**src/rtl/fwd_pkg.sv**
```systemverilog
// Shared types and constants for the forwarding / hazard scoreboard.
package fwd_pkg;

    // Widest register address the entry struct can carry; AW must not exceed it.
    localparam int MAX_AW = 8;

    // Architectural register numbers with special forwarding behaviour.
    localparam int ZERO_REG = 31;
    localparam int LINK_REG = 30;

    // One in-flight writer: bubble flag, destination, write enable, load flag.
    typedef struct packed {
        logic              valid;
        logic [MAX_AW-1:0] rd;
        logic              wen;
        logic              load;
    } sb_entry_t;

    // Width of a forward select covering register file plus DEPTH stages.
    function automatic int sel_width(input int depth);
        return $clog2(depth + 1);
    endfunction

endpackage

```
**src/rtl/fwd_match.sv**
```systemverilog
// Per-operand priority encoder: picks the youngest in-flight producer.
module fwd_match
    import fwd_pkg::*;
#(
    parameter int DEPTH = 3,
    parameter int AW    = 5,
    parameter int ZREG  = 31,
    parameter int SW    = sel_width(DEPTH)
) (
    input  sb_entry_t [DEPTH:1] entries,
    input  logic [AW-1:0]       src_addr,
    input  logic                src_used,
    output logic [SW-1:0]       sel,
    output logic                hit_is_load_stage1
);

    logic found;

    // Scan from stage 1 outward; the first matching stage is the youngest writer.
    always_comb begin
        // NOTE: every output gets a default before the loop so no path infers a latch.
        sel   = '0;
        found = 1'b0;
        for (int k = 1; k <= DEPTH; k++) begin
            if (!found && src_used &&
                entries[k].valid && entries[k].wen &&
                entries[k].rd == MAX_AW'(src_addr) &&
                entries[k].rd != MAX_AW'(ZREG)) begin
                sel   = SW'(k);
                found = 1'b1;
            end
        end
        // A load still in EX has no data yet; only this case forces a stall.
        hit_is_load_stage1 = (sel == SW'(1)) && entries[1].load;
    end

endmodule

```
**src/rtl/fwd_scoreboard.sv**
```systemverilog
// Forwarding and load-use hazard unit between ID and the EX operand muxes.
module fwd_scoreboard #(
    parameter int AW       = 5,
    parameter int NSRC     = 3,
    parameter int DEPTH    = 3,
    parameter int ZERO_REG = fwd_pkg::ZERO_REG,
    parameter int LINK_REG = fwd_pkg::LINK_REG,
    parameter int CW       = 16,
    // Derived from DEPTH; leave at its default.
    parameter int SW       = fwd_pkg::sel_width(DEPTH)
) (
    input  logic                     clk,
    input  logic                     reset,
    input  logic                     issue_valid,
    input  logic [AW-1:0]            issue_rd,
    input  logic                     issue_wen,
    input  logic                     issue_load,
    input  logic                     issue_link,
    input  logic                     flush,
    input  logic [NSRC-1:0][AW-1:0]  src_addr,
    input  logic [NSRC-1:0]          src_used,
    output logic [NSRC-1:0][SW-1:0]  fwd_sel,
    output logic                     stall,
    output logic [CW-1:0]            stall_cnt,
    output logic [CW-1:0]            fwd_cnt
);

    import fwd_pkg::*;

    sb_entry_t [DEPTH:1] sb_q, sb_d;
    logic [NSRC-1:0]     load_hit;
    logic                fwd_any;
    logic [CW-1:0]       stall_cnt_q, stall_cnt_d;
    logic [CW-1:0]       fwd_cnt_q, fwd_cnt_d;

    // One priority encoder per source operand.
    for (genvar s = 0; s < NSRC; s++) begin : g_src
        fwd_match #(
            .DEPTH (DEPTH),
            .AW    (AW),
            .ZREG  (ZERO_REG),
            .SW    (SW)
        ) u_match (
            .entries            (sb_q),
            .src_addr           (src_addr[s]),
            .src_used           (src_used[s]),
            .sel                (fwd_sel[s]),
            .hit_is_load_stage1 (load_hit[s])
        );
    end

    assign stall   = |load_hit;
    assign fwd_any = |fwd_sel;

    // Next scoreboard: shift older stages, then admit ID or insert a bubble.
    always_comb begin
        sb_d = sb_q;
        for (int k = DEPTH; k >= 2; k--) begin
            sb_d[k] = sb_q[k-1];
        end
        sb_d[1] = '0;
        // Flush and stall both reject the ID instruction; a bubble enters EX.
        if (issue_valid && !stall && !flush) begin
            sb_d[1].valid = 1'b1;
            sb_d[1].rd    = issue_link ? MAX_AW'(LINK_REG) : MAX_AW'(issue_rd);
            sb_d[1].wen   = issue_wen | issue_link;
            sb_d[1].load  = issue_load;
        end
    end

    // Saturating hazard statistics; a stalled cycle never counts as a forward.
    always_comb begin
        stall_cnt_d = stall_cnt_q;
        fwd_cnt_d   = fwd_cnt_q;
        if (stall && stall_cnt_q != '1) begin
            stall_cnt_d = stall_cnt_q + CW'(1);
        end
        if (fwd_any && !stall && fwd_cnt_q != '1) begin
            fwd_cnt_d = fwd_cnt_q + CW'(1);
        end
    end

    // State registers with synchronous reset.
    always_ff @(posedge clk) begin
        // NOTE: sequential state uses non-blocking assignments so all flops update together.
        if (reset) begin
            // NOTE: only the valid bits are cleared; payload of an invalid entry is never looked at.
            for (int k = 1; k <= DEPTH; k++) begin
                sb_q[k].valid <= 1'b0;
            end
            stall_cnt_q <= '0;
            fwd_cnt_q   <= '0;
        end else begin
            sb_q        <= sb_d;
            stall_cnt_q <= stall_cnt_d;
            fwd_cnt_q   <= fwd_cnt_d;
        end
    end

    assign stall_cnt = stall_cnt_q;
    assign fwd_cnt   = fwd_cnt_q;

endmodule
```
**config.mk**
```make
export PLATFORM = sky130hd
export DESIGN_NAME = fwd_scoreboard
export DESIGN_NICKNAME = d
export VERILOG_FILES = /design/src/rtl/fwd_pkg.sv /design/src/rtl/fwd_match.sv /design/src/rtl/fwd_scoreboard.sv
export SDC_FILE = /design/constraint.sdc
export NUM_CORES = 1
export LEC_CHECK = 0
export ABC_CLOCK_PERIOD_IN_PS = 3500
export BUFFER_PORTS_ARGS = -buffer_cell sky130_fd_sc_hd__buf_2
export CAP_MARGIN = 20
export CORE_MARGIN = 3
export CORE_UTILIZATION = 40
export DETAILED_ROUTE_END_ITERATION = 6
export SETUP_SLACK_MARGIN = 0.1
export SLEW_MARGIN = 20
export SYNTH_ARGS = -nofsm -noshare
export SYNTH_HDL_FRONTEND = slang
export SYNTH_HIERARCHICAL = 1
export SYNTH_SLANG_ARGS = --single-unit
```
**constraint.sdc**
```tcl
create_clock -name clk -period 3.5 [get_ports clk]
set_input_delay 0.175 -clock clk [delete_from_list [all_inputs] [get_ports clk]]
set_output_delay 0.175 -clock clk [all_outputs]
set_load 0.005 [all_outputs]
```
==> results of run 1 <==
power breakdown:
| part | switching [mW] | leakage [nW] | internal, mW |
|---|---|---|---|
| sequential | 0.0310 | 0.467 | 0.668 |
| combinational | 0.0681 | 1.02 | 0.0575 |
| clock | 0.202 | 0.0524 | 0.214 |
| total | 0.301 | 1.54 | 0.940 |
worst max-delay path, stage by stage (launching register included):
cell and delay (ns):
sky130_fd_sc_hd__edfxtp_1 0.54, sky130_fd_sc_hd__xor2_1 0.22, sky130_fd_sc_hd__nor4_1 0.34, sky130_fd_sc_hd__o211ai_1 0.23, sky130_fd_sc_hd__o211a_1 0.18, sky130_fd_sc_hd__or4_1 0.61, sky130_fd_sc_hd__o31ai_4 0.39, sky130_fd_sc_hd__buf_4 0.25
sky130_fd_sc_hd__nor4_1 0.07, sky130_fd_sc_hd__o21a_1 0.17
sequential cells by signal, indices dropped and copies added, names as in the netlist:
| register | flops |
|---|---|
| stall_cnt | 16 |
| fwd_cnt | 16 |
| sb_d | 15 |
| sb_q | 7 |
final cells by class:
| cell class | instances | area (um^2) |
|---|---|---|
| clock inverters | 1 | 30.0 |
| repair buffers | 75 | 393 |
| flip-flops and latches | 54 | 1270 |
| fillers | 763 | 3860 |
| inverters | 10 | 37.5 |
| clock buffers | 7 | 76.3 |
| well taps | 102 | 128 |
| multi-input cells | 319 | 2090 |
routing by layer:
metal | share of wire [%] | vias to the layer above | routed length [um] | global-route usage (%)
met5 | 0 | - | 0 | 0
met1 | 49 | 1467 | 4360 | 27.3
li1 | - | 1567 | - | -
met4 | 2.6 | 0 | 230 | 6.59
met3 | 4.4 | 17 | 392 | 3.30
met2 | 44 | 94 | 3920 | 28.8
placed cells by master (no fill, tap or decap), types with 8 or more instances in the layout:
| cell type | n |
|---|---|
| sky130_fd_sc_hd__nand3_1 | 19 |
| sky130_fd_sc_hd__nand4_1 | 20 |
| sky130_fd_sc_hd__nor2_1 | 27 |
| sky130_fd_sc_hd__nor4_1 | 17 |
| sky130_fd_sc_hd__or4_1 | 10 |
| sky130_fd_sc_hd__nor3b_1 | 8 |
| sky130_fd_sc_hd__o31a_1 | 9 |
| sky130_fd_sc_hd__a21oi_1 | 15 |
| sky130_fd_sc_hd__inv_1 | 9 |
| sky130_fd_sc_hd__dfxtp_1 | 35 |
| sky130_fd_sc_hd__nor3_1 | 8 |
| sky130_fd_sc_hd__conb_1 | 33 |
| sky130_fd_sc_hd__xor2_1 | 12 |
| sky130_fd_sc_hd__edfxtp_1 | 19 |
| sky130_fd_sc_hd__o21a_1 | 8 |
| sky130_fd_sc_hd__xnor2_1 | 30 |
| sky130_fd_sc_hd__nand2_1 | 18 |
| sky130_fd_sc_hd__buf_2 | 68 |
through the flow:
stage	util, %	instances
2_1_floorplan	-	394
3_3_place_gp	49.7	560
3_5_place_dp	49.7	560
4_1_cts	51.1	568
5_1_grt	51.1	568
6_report	51.1	568
path summary, 6_finish.rpt:
check,startpoint,endpoint,slack [ns],cells past startpoint
setup / recovery,sb_d[13],fwd_cnt[4],0.40,9
hold / removal,issue_rd[3],sb_d[16],0.17,3
setup reg to reg,sb_d[13],fwd_cnt[4],0.40,9
hold reg to reg,sb_d[23],sb_q[23],0.51,0
==> flow_results.org, run 1 <==
** Global routing
- The first global-routing pass estimated 15000 um of wire.
- Entering global routing, the biggest net connects 31 pins.
- Initial antenna violation count :: 0
- Total overflow reported by the global router :: 0
- Vias in the first global route :: 2963
- Global router's overall resource usage :: 19.1%

** Timing
- Finish-stage setup viols :: 0
- RSZ-0062 raised after global routing :: false
- Setup TNS after final layout :: 0 ns
- The number of hold-slack violations in the final timing report is 0.
- The number of slew-limit violations in the final report came to 0.
- Final Worst Setup Slack :: 0.401 ns
- In this run the tightest slew margin relative to its limit is 61.5%.
- Counting I/O delays and the setup requirement, the final critical path takes 3.10 ns.
- On the final layout, the worst hold slack is 0.170 ns.
- Worst clock skew on the final layout :: 0.00668 ns
- At the pin with the least slew margin, the transition time is 0.577 ns.
- FMAX :: 0.323 GHz
- Of the available clock period, the critical path in the final layout requires 88.5%.

** Clocking
- Clock network latency to the later pin of the worst-skew pair :: 0.31 ns
- Total setup buffers inserted after CTS :: 0
- In this run, post-CTS repair resized a total of 0 instances.
- Clock root buffer master :: sky130_fd_sc_hd__clkbuf_8
- Clock H-tree levels :: 2
- Hold buffers post-CTS :: 0
- TritonCTS built the clock tree.
- Clock Tree Buf Depth :: 2
- Clock transition at path regs :: 0.09 ns
- Number of sinks driven by the clock tree :: 54
- Buffers inserted during clock tree synthesis total 5.

** Pwr
- In this run the static leakage power is 1.54 nW.
- Max rail drop VDD :: 0.000143 V
- For this design the ratio of total power to cell area is 308 mW/mm^2.
- Summing internal, switching and leakage power gives 1.24 mW.

** Worst setup path
- Arr. time, crit path :: 3.31 ns
- The worst setup path is captured at a flop.
- Worst setup path category :: flop to flop
- Max FO, Critical Path :: 12
- Data required time of the critical path :: 3.71 ns
- Startpoint kind of the worst setup timing path :: flop

** Drt
- The final route contains 3145 vias.
- The first routing iteration left 215 violations.
- Via-per-instance ratio :: 5.54
- For this block, the routed nets add up to 8900 um of wire.
- The detail route stage leaves a number of antenna-violating nets equal to 0.
- After detailed routing, the number of remaining DRC violations is 0.
- Routed length per placed instance :: 15.7 um
- Number of iterations in the first detailed-routing pass :: 5

** Placement
- The wire-length estimate of the detail-placed layout is 6770 um.
- At the placement stage, the worst setup path has a slack of 0.429 ns.
- Total placed instance area :: 0.00392 mm^2
- Buffers placed on the I/O ports in this run total 68.
- Routability-driven placement finished with a final weighted congestion of 0.920.

** Final layout
- After the last flow step, the layout net total stands at 497.
- Compared with the post-synthesis result, the final layout area differs by 21.2%.
- The post-route netlist has 20.2% of its cells at a drive strength greater than 1.
- ANT cells :: 0
- Post-Layout Inst Area :: 0.00403 mm^2

** Worst hold path
- The path class of the tightest hold or removal check is input pin to flop.

** Logic synthesis
- A synthesized cell averages 9.18 um^2.
- Count of warnings emitted by yosys :: 6
- Counting every instance in the synthesized netlist gives 362.
- Post-synth design cell area :: 0.00332 mm^2

** Floorplanning
- FP Rows :: 32
- Chip height :: 97.2 um
- During I/O placement, the number of pins put on the boundary was 69.
- Total die area :: 0.00944 mm^2
- Core outline area :: 0.00789 mm^2
- Width of the die :: 97.2 um
- Starting density of the core :: 42.1%

** Run status
- The run finished with clean final reports.

** Flow run
- The tool flagged a number of max-cap violations equal to 0.
Power figures use the tool's default switching activity.
==> run 2, diff against run 1 <==
Settings changed: ABC_CLOCK_PERIOD_IN_PS 3500 to 3600, CTS_BUF_LIST set to sky130_fd_sc_hd__clkbuf_16, CTS_CLUSTER_SIZE set to 25.
Clock period 3.5 ns to 3.6 ns, I/O delays scaled along.
==> run 2 against run 1 <==
  * Register-to-register slack better by 0.03 ns
  * Final cell count down 0.35%
  * Largest cell class unchanged
  * Critical endpoint is now fwd_cnt[6]
  * Design area up 0.40%
  * Maximum frequency down 2.2%
  * Via count down 0.22%
  * Worst setup slack better by 0.030 ns
==> flow_results.org, run 2 (synthesis gave the netlist of run 1 again) <==
** Floorplanning
- Total die area :: 0.00944 mm^2 (unchanged)
- The effective utilization at floorplan is 42.1% (unchanged).
- Width of the die :: 97.2 um (unchanged)
- The die extent in y was 97.2 um (unchanged).
- The I/O pin count came to 69 (unchanged).
- The core footprint was 0.00789 mm^2 (unchanged).
- FP Rows :: 32 (unchanged)

** Global routing
- Vias in the first global route :: 2940 (was 2963)
- The global-route track usage on met2 is 28.0% (was 28.8%).
- Busiest layer in global routing :: met2 (unchanged)
- The met1 track demand over resource in global routing was 26.2% (was 27.3%).
- The pin count of the biggest net entering global routing came to 31 (unchanged).
- The initial antenna violation count is 0 (unchanged).
- Global-route wire length before repair :: 14500 um (was 15000 um)
- Met3 GRT Util :: 3.37% (was 3.30%)
- Total overflow reported by the global router :: 0 (unchanged)
- The global-route total usage across every layer came to 18.3% (was 19.1%).

** Worst setup path
- Startpoint kind of the worst setup timing path :: flop (unchanged)
- The reg-to-reg endpoint is fwd_cnt[6] (was fwd_cnt[4]).
- Data required time of the critical path :: 3.79 ns (was 3.71 ns)
- Crit path capture type :: flop (unchanged)
- Worst setup path category :: flop to flop (unchanged)
- Max FO, Critical Path :: 14 (was 12)
- Worst reg2reg setup slack :: 0.43 ns (was 0.40 ns)
- Depth of the most critical reg-to-reg path :: 9 (unchanged)
- The data arrival at the endpoint of the critical path was 3.35 ns (was 3.31 ns).
- Worst R2R Start :: sb_d[13] (unchanged)

** Drt
- Number of iterations in the first detailed-routing pass :: 5 (unchanged)
- The count of nets left with antenna violations after detail routing was 0 (unchanged).
- The number of vias in the routed layout is 3138 (was 3145).
- The average via count per standard cell is 5.54 (about the same).
- The DRC marker count from the first detailed-route iteration came to 137 (was 215).
- The routed wirelength normalized by instance count came to 15.6 um (was 15.7 um).
- DRC viols :: 0 (unchanged)
- Aggregate routed wire length :: 8810 um (was 8900 um)

** Final layout
- Commonest cells after routing, fill and taps aside :: 68 x sky130_fd_sc_hd__buf_2, 35 x sky130_fd_sc_hd__dfxtp_1, 33 x sky130_fd_sc_hd__conb_1 (unchanged)
- The area added between synthesis and finish was 21.7% (was 21.2%).
- The most common cell after layout, fill and taps aside is sky130_fd_sc_hd__buf_2 (unchanged).
- The utilization after layout came to 51.3% (was 51.1%).
- Layout fillers :: 741 (was 763)
- ANT cells :: 0 (unchanged)
- The share of post-route cells with drive strength above 1 came to 20.0% (was 20.2%).
- The net count of the finished layout was 495 (was 497).

** Pwr
- Share of power burned in registers :: 53.6% (was 56.4%)
- The total net switching power came to 0.307 mW (was 0.301 mW).
- Total power of the final layout :: 1.27 mW (was 1.24 mW)
- The peak supply drop was 0.000169 V (was 0.000143 V).
- The proportion of power drawn by the clock network came to 36.7% (was 33.5%).
- Static Leak :: 1.55 nW (was 1.54 nW)
- The proportion of power drawn by combinational gates came to 9.7% (was 10.1%).
- Internal power summed over all cells :: 0.959 mW (was 0.940 mW)
- The power per standard cell area came to 313 mW/mm^2 (was 308 mW/mm^2).
- The fraction of power spent switching nets is 24.3% (was 24.2%).

** Clocking
- The number of buffers added for setup after CTS was 0 (unchanged).
- CTS tree :: built (unchanged)
- The hold-fix buffer count after cts came to 0 (unchanged).
- The clock sink total was 54 (unchanged).
- The number of H-tree levels was 2 (unchanged).
- The clock root buffer master is sky130_fd_sc_hd__clkbuf_16 (was sky130_fd_sc_hd__clkbuf_8).
- The clock input transition at the sequential cells of the worst setup and hold paths was 0.07 ns (was 0.09 ns).
- The deepest clock path buffer count was 2 (unchanged).
- CTS Buf Count :: 5 (unchanged)
- The clock insertion delay at the later pin of the skew report was 0.29 ns (was 0.31 ns).
- Post-cts repair resize count :: 0 (unchanged)

** Placement
- The number of buffers inserted by port buffering is 68 (unchanged).
- Routability-driven placement congestion ratio :: 0.911 (was 0.920)
- DPL Wire Length :: 6720 um (was 6770 um)

** Run status
- Status :: finished, final reports clean (unchanged)

** Timing
- The final clock period utilization by the worst path is 88.0% (was 88.5%).
- Worst clock skew on the final layout :: 0.00722 ns (was 0.00668 ns)
- FMAX :: 0.316 GHz (was 0.323 GHz)
- The worst hold slack across all endpoints came to 0.205 ns (was 0.170 ns).
- The number of slew-limit violations in the final report came to 0 (unchanged).
- Worst slew margin relative to its limit :: 61.4% (was 61.5%)
- Worst Tran Pin Value :: 0.580 ns (was 0.577 ns)
- Final period demand of the worst path :: 3.17 ns (was 3.10 ns)
- The number of hold-slack violations in the final timing report was 0 (unchanged).
- The post-route setup TNS is 0 ns (unchanged).
- RSZ-0062 raised after global routing: false (unchanged).
- Finish-stage setup viols :: 0 (unchanged)

** Worst hold path
- Cells on Worst Hold Path :: 3 (unchanged)
- The start point of the worst min-delay path is issue_rd[2] (was issue_rd[3]).
- The endpoint of the worst hold-timing path is sb_d[15] (was sb_d[16]).
- Path category of the worst min-delay check :: input pin to flop (unchanged)

** Flow run
- Max capacitance violation total :: 0 (unchanged)
[run 2: worst max-delay path, stage by stage, from the launching register on]
cell and delay [ns]:
sky130_fd_sc_hd__edfxtp_1 0.52, sky130_fd_sc_hd__xor2_1 0.21, sky130_fd_sc_hd__nor4_1 0.33, sky130_fd_sc_hd__o211ai_1 0.22, sky130_fd_sc_hd__o211a_1 0.17, sky130_fd_sc_hd__or4_1 0.57
sky130_fd_sc_hd__o31ai_4 0.53, sky130_fd_sc_hd__buf_4 0.28, sky130_fd_sc_hd__nor4_1 0.07, sky130_fd_sc_hd__o21a_1 0.17
[run 2: worst max path at each step]
| stage | startpoint | end | slack [ns] |
|---|---|---|---|
| global route | sb_d[13] | fwd_cnt[11] | 0.19 |
| global placement | sb_d[14] | fwd_cnt[4] | 0.42 |
| finish | sb_d[13] | fwd_cnt[6] | 0.43 |
| detailed placement | sb_d[13] | fwd_cnt[6] | 0.41 |
| CTS | sb_d[14] | fwd_cnt[6] | 0.39 |
| floorplan | sb_d[14] | stall_cnt[15] | 0.96 |
[run 2: power groups by stage]
stage / clock network (mW) / registers [mW] / logic [mW]
detailed placement: 0 / 0.692 / 0.122
finish: 0.465 / 0.679 / 0.122
CTS: 0.480 / 0.678 / 0.122
global placement: 0 / 0.692 / 0.120
floorplan: 0 / 0.685 / 0.0771
global route: 0.496 / 0.682 / 0.138
[run 2: stage by stage]
step,worst slack [ns],instance area [um^2],cells
2_1_floorplan,0.962,3440,394
3_3_place_gp,0.420,3910,558
3_5_place_dp,0.413,3910,558
4_1_cts,0.392,4050,566
5_1_grt,0.185,4050,566
6_report,0.431,4050,566
[run 2: area by class of cell]
class                   count  area, um^2  area share [%]
repair buffers             73         378            9.34
clock buffers               5         125            3.09
inverters                  10        37.5           0.928
flip-flops and latches     54        1270            31.4
clock inverters             3        12.5           0.309
multi-input cells         319        2090            51.7
well taps                 102         128            3.15
[run 2: per-layer routing]
metal	share of wire [%]	wire length, um	vias to the layer above
li1	-	-	1569
met1	47	4140	1461
met2	45	3960	96
met3	6.3	552	12
met4	1.8	155	0
met5	0	0	-
